===== src/rtl/dir_input_queue.sv =====
// -----------------------------------------------------------------------------
// dir_input_queue
//
// Small FIFO of direction presses that sits between the press debouncers and
// the snake game state machine. Two presses arriving inside one game tick are
// both kept and are applied on successive ticks, in order. A press that
// repeats or reverses the most recently accepted direction is discarded.
//
// Optional build macro: DIR_QUEUE_STATS_EN
//   defined   -> DropCount is an 8-bit saturating count of every discarded
//                press (filtered or overflow), cleared only by Reset.
//   undefined -> DropCount is tied to 0.
//
// Ports:
//   Clock         game clock
//   Reset         synchronous, active-high; overrides everything else
//   LeftPressed   one-cycle debounced press pulses; when several are high
//   RightPressed  together the priority is Left > Right > Up > Down
//   UpPressed
//   DownPressed
//   Tick          game-step strobe; pops one entry into Dir
//   Flush         game restart; empties the queue and loads InitDir
//   InitDir       direction loaded into Dir / last-accepted on Flush
//   HeadDir       combinational: direction the game uses this cycle
//   Dir           registered committed direction
//   Count         number of queued entries
//   Empty, Full   decoded from Count
//   Dropped       one-cycle pulse when a press is lost to a full queue
//   DropCount     discarded-press statistics (see macro above)
// -----------------------------------------------------------------------------
`ifndef BITS_PER_DIR
`define BITS_PER_DIR 2
`endif
`ifndef DIR_UP
`define DIR_UP 2'd0
`endif
`ifndef DIR_DOWN
`define DIR_DOWN 2'd1
`endif
`ifndef DIR_LEFT
`define DIR_LEFT 2'd2
`endif
`ifndef DIR_RIGHT
`define DIR_RIGHT 2'd3
`endif

module dir_input_queue #(
  parameter int DEPTH    = 4,
  parameter int DIR_BITS = `BITS_PER_DIR
) (
  input  logic                       Clock,
  input  logic                       Reset,
  input  logic                       LeftPressed,
  input  logic                       RightPressed,
  input  logic                       UpPressed,
  input  logic                       DownPressed,
  input  logic                       Tick,
  input  logic                       Flush,
  input  logic [DIR_BITS-1:0]        InitDir,
  output logic [DIR_BITS-1:0]        HeadDir,
  output logic [DIR_BITS-1:0]        Dir,
  output logic [$clog2(DEPTH):0]     Count,
  output logic                       Empty,
  output logic                       Full,
  output logic                       Dropped,
  output logic [7:0]                 DropCount
);

  localparam int PW = $clog2(DEPTH);
  localparam int CW = PW + 1;
  localparam logic [CW-1:0] DEPTH_C = CW'(DEPTH);

  localparam logic [DIR_BITS-1:0] UP_D    = DIR_BITS'(`DIR_UP);
  localparam logic [DIR_BITS-1:0] DOWN_D  = DIR_BITS'(`DIR_DOWN);
  localparam logic [DIR_BITS-1:0] LEFT_D  = DIR_BITS'(`DIR_LEFT);
  localparam logic [DIR_BITS-1:0] RIGHT_D = DIR_BITS'(`DIR_RIGHT);

  function automatic logic isOpposite(input logic [DIR_BITS-1:0] a,
                                      input logic [DIR_BITS-1:0] b);
    return ((a == UP_D)   && (b == DOWN_D))  || ((a == DOWN_D)  && (b == UP_D)) ||
           ((a == LEFT_D) && (b == RIGHT_D)) || ((a == RIGHT_D) && (b == LEFT_D));
  endfunction

  logic [DIR_BITS-1:0] slots [DEPTH];
  logic [PW-1:0]       rdPtr;
  logic [PW-1:0]       wrPtr;
  logic [DIR_BITS-1:0] lastDir;

  logic                candValid;
  logic [DIR_BITS-1:0] candDir;
  logic                filterPass;
  logic                pop;
  logic                push;
  logic                overflowDrop;

  // Press decode: one candidate per cycle, fixed priority.
  always_comb begin
    candValid = 1'b1;
    candDir   = LEFT_D;
    if (LeftPressed)       candDir = LEFT_D;
    else if (RightPressed) candDir = RIGHT_D;
    else if (UpPressed)    candDir = UP_D;
    else if (DownPressed)  candDir = DOWN_D;
    else                   candValid = 1'b0;
  end

  // Filtering is against lastDir as it stood before this cycle, so a press
  // coinciding with a pop still sees the newest accepted direction.
  assign filterPass   = candValid && (candDir != lastDir) && !isOpposite(candDir, lastDir);
  assign pop          = Tick && (Count != '0);
  // A full queue still accepts a press when the same cycle frees a slot.
  assign push         = filterPass && ((Count != DEPTH_C) || pop);
  assign overflowDrop = filterPass && !push;

  assign Empty   = (Count == '0);
  assign Full    = (Count == DEPTH_C);
  assign HeadDir = Empty ? Dir : slots[rdPtr];

  // Queue storage: data only, no reset; validity is tracked by Count.
  always_ff @(posedge Clock) begin
    if (push && !Flush) slots[wrPtr] <= candDir;
  end

  // Control state.
  always_ff @(posedge Clock) begin
    if (Reset) begin
      rdPtr   <= '0;
      wrPtr   <= '0;
      Count   <= '0;
      Dir     <= RIGHT_D;
      lastDir <= RIGHT_D;
      Dropped <= 1'b0;
    end else if (Flush) begin
      rdPtr   <= '0;
      wrPtr   <= '0;
      Count   <= '0;
      Dir     <= InitDir;
      lastDir <= InitDir;
      Dropped <= 1'b0;
    end else begin
      Dropped <= overflowDrop;
      if (push) begin
        wrPtr   <= wrPtr + PW'(1);
        lastDir <= candDir;
      end
      if (pop) begin
        Dir   <= slots[rdPtr];
        rdPtr <= rdPtr + PW'(1);
      end
      case ({push, pop})
        2'b10:   Count <= Count + CW'(1);
        2'b01:   Count <= Count - CW'(1);
        default: Count <= Count;
      endcase
    end
  end

`ifdef DIR_QUEUE_STATS_EN
  function automatic logic [7:0] satInc(input logic [7:0] v);
    return (v == 8'hFF) ? v : v + 8'd1;
  endfunction

  logic filteredDrop;
  assign filteredDrop = candValid && !filterPass;

  // Flush ignores presses, so nothing is counted in a Flush cycle.
  always_ff @(posedge Clock) begin
    if (Reset)
      DropCount <= 8'd0;
    else if (!Flush && (filteredDrop || overflowDrop))
      DropCount <= satInc(DropCount);
  end
`else
  assign DropCount = 8'd0;
`endif

endmodule


===== config.mk =====
export PLATFORM = sky130hd
export DESIGN_NAME = dir_input_queue
export DESIGN_NICKNAME = d
export VERILOG_FILES = /design/src/rtl/dir_input_queue.sv
export SDC_FILE = /design/constraint.sdc
export NUM_CORES = 1
export LEC_CHECK = 0
export BUFFER_PORTS_ARGS = -buffer_cell sky130_fd_sc_hd__buf_2
export CAP_MARGIN = 5
export CORE_ASPECT_RATIO = 1.4
export CORE_MARGIN = 4
export CORE_UTILIZATION = 46
export DETAILED_ROUTE_END_ITERATION = 10
export GPL_TIMING_DRIVEN = 1
export PLACE_DENSITY = 0.7
export REMOVE_ABC_BUFFERS = 1
export SYNTH_ARGS = -nofsm -noshare
export SYNTH_HDL_FRONTEND = slang
export SYNTH_SLANG_ARGS = --single-unit

===== constraint.sdc =====
create_clock -name Clock -period 2.05 [get_ports Clock]
set_clock_uncertainty 0.05 [all_clocks]
set_input_delay 0.205 -clock Clock [delete_from_list [all_inputs] [get_ports Clock]]
set_output_delay 0.205 -clock Clock [all_outputs]
set_load 0.02 [all_outputs]

==> run metrics <==
result of the run complete, no violations; crit path from Count[1]; largest net degree at the start of global routing 13; final slew viol count 0; source-to-sink clock delay at the later pin of the worst-skew pair ~0.30 ns; number of optimization iterations in the first detailed-route pass 4; Top Ports 28; final layout net count between 100 and 150; Die Outline Area 3240 um^2; Synth area leaders dfxtp_1 24%, edfxtp_1 22%, ha_1 5.7%; Gate Count Post-Synth 96; path depth of the worst reg2reg path 9; routed wire length 1960 um; number of sinks driven by the clock tree 21; unrepaired setup endpoints after global routing yes; clock tree from TritonCTS yes; worst min-delay path startpoint InitDir[0]; count of distinct cell types in the synthesized netlist 31; standby leakage power roughly 0.50 nW; area of combinational cells with multiple inputs between 500 and 600 um^2; TritonCTS Buffers 3; Maximum Capacitance Violations 0; number of vias per cell ~5.0; post-detailed-route DRC marker count 0; Min-Delay Path Depth 3; global router's overall resource usage approximately 14%; type of element capturing the critical path flop; number of port buffers 19; post-route ant nets 0; Worst setup SP type flop; count of H-tree levels built during CTS 1; Die Y-Extent 65.7 um; FMAX around 500 MHz; Tightest Hold Check Type in -> reg; antenna violations before repair 0; Syn. warnings 0; worst path setup slack after routing between 0.03 and 0.04 ns; detailed placement HPWL ~1600 um; Top FF cell, synth dfxtp_1; starting density of the core between 40 and 50%; setup slack on the worst flop-to-flop path around 0.035 ns; critical path class reg -> reg; Final Hold Violating Endpoints 0; net switching power ~0.24 mW; Crit path required time around 2.3 ns; total negative slack 0 ns; placement row count 20; CP dominant cell by count inv_2; DR WL/cell about 14 um; Placed Cells incl. Taps between 100 and 150; post-synthesis register bit count 21; clock-pin slew on the worst setup and hold paths 0.12 ns; leading cell type by number of instances after synthesis dfxtp_1; RR Startpoint Count[1]; floorplan core area between 2000 and 2500 um^2; part of the total power dissipated in the clock network between 20% and 30%; portion of total power attributed to sequential cells 54.7%; number of setup buffers added after CTS 0; post-route insts no fill 144; Antenna Diode Count 0; Sw Ratio between 20 and 30%; summed instance area of the synthesized netlist ~1100 um^2; slowest library cell on the worst path dfxtp_2; final cycle utilization of the critical path 98.3%; post-layout utilization of the core a little under three fifths; ranking of synthesized cells by instance count 13 x dfxtp_1, 10 x nor2_1, 8 x buf_4, 8 x edfxtp_1; Hold Path End Dir[0]; via count of the first global-routing pass about 720; fraction of the yosys area taken by sequential cells 45.7%; worst-path fanout max 2; maximum clock insertion buffer count 2; Worst path max stage delay around 0.35 ns; GRT overflow 0; layout overhead on the synthesized area 14.9%; transition time at the pin with the least slew margin between 0.5 and 0.6 ns; Pwr per Cell Area around 660 nW/um^2; RR Endpoint Count[2]; die span in x about 49 um; combinational share of power between 20% and 30%; Max transition margin between 60% and 70%; number of DRC markers after the initial detailed-route iteration 6; post-cts hold buffer count 0; register area approximately 500 um^2; sequence of cells on the critical path nor4b_4 -> a211oi_4 -> inv_2 -> ha_4 -> inv_2 -> fa_2 -> xor2_1 -> or3_1 -> a21oi_1; buffer type at the clock tree root clkbuf_4; GPL Wtd Cong 0.794; Yosys top cell by area dfxtp_1; ys async rst share 0%; design internal power approximately 0.6 mW; proportion of netlist area held by the largest area contributor 23.8%; Worst Path Arrival about 2.2 ns; first-pass GRT wire length 3220 um; final critical path time including I/O delays and setup 2.02 ns; Syn Area/Cell between 10 and 15 um^2; worst vdd ir between 400 and 500 uV; number of enable flip-flop cells after synthesis 8; fill cell total of the finished layout between 200 and 250; Setup Viol. Count Final 0; setup slack at placement -0.0910 ns; number of vias in the routed layout 722; share of post-route cells with drive strength above 1 between 30 and 40%
## stage by stage
step           total power, mW  cell area (um^2)  hold WS, ns
4_1_cts                  0.840              1260       0.0800
5_1_grt                  0.876              1260       0.0746
2_1_floorplan            0.576              1040        0.254
6_report                 0.834              1260       0.0798
3_3_place_gp             0.632              1210        0.391
3_5_place_dp             0.637              1210        0.405
## routing by layer
layer | track usage (%) | share of wire, %
met1 | 14.2 | 39
met2 | 25.2 | 55
met3 | 2.72 | 3.5
met4 | 8.54 | 2.4
met5 | 0 | 0
## power by group through the flow
stage          sequential [mW]  combinational [mW]  clock, mW
6_report                 0.456               0.177      0.201
3_5_place_dp             0.466               0.170          0
2_1_floorplan            0.473               0.103          0
3_3_place_gp             0.464               0.168          0
4_1_cts                  0.457               0.179      0.205
5_1_grt                  0.458               0.194      0.224
## state kept, by name (all words and copies together), names as in the netlist, named ones only
| register | cells |
|---|---|
| Count | 3 |
| Dir | 2 |
| Dropped | 1 |
| lastDir | 1 |
| rdPtr | 2 |
| slots | 8 |
| wrPtr | 2 |
## worst max-delay path: cells and delay by family (launching register included)
family / cells / cell delay, ns
xor+xnor: 1 / 0.15
buf+inv: 2 / 0.13
simple gates: 2 / 0.62
fa+ha+maj: 2 / 0.46
compound gates: 2 / 0.19
flops: 1 / 0.35
## final cells by class
cell class / instances / share of cell area [%]
Inverter: 7 / 2.09
Clock buffer: 3 / 1.79
Multi-Input combinational cell: 64 / 41.9
Sequential cell: 21 / 39.9
Tap cell: 22 / 2.19
Timing Repair Buffer: 26 / 11.7
Clock inverter: 1 / 0.398
## logic make-up (layout without fill, tap and decap cells)
logic type / Yosys count / in the layout / share of synthesized area (%)
AOI/OAI and AO/OA: 15 / 15 / 8.80
xor gates and xnor gates: 5 / 5 / 4.00
adders and majority gates: 6 / 6 / 7.54
buffers and inverters: 18 / 37 / 9.94
DFF: 21 / 21 / 45.7
muxes: 8 / 8 / 9.83
other: 1 / 8 / 0.343
and+or+nand+nor: 22 / 22 / 13.8
## timing repair
item | CTS | global route
endpoints found under the setup margin | 1 | 1
hold endpoints to repair | 0 | 0
pin swaps | 1 | 0
gates resized for setup | 4 | 1
## worst max path at each step
stage | to | slack [ns]
2_1_floorplan | Count[2] | -0.23
6_report | Count[2] | 0.03
3_5_place_dp | Count[2] | -0.09
4_1_cts | Count[2] | 0.009
3_3_place_gp | Count[2] | 0.02
5_1_grt | Count[2] | -0.06
## cells in the final DEF, fill, tap and decap left out, types with 4 or more instances in the layout
master    count
nor3b_2       4
ha_1          4
mux2i_1       4
inv_1         5
a21oi_1       6
dfxtp_1      12
edfxtp_1      8
o21ai_0       4
conb_1        8
nor2_1       10
buf_4         7
buf_2        19
(Power assumes the default switching activity.)
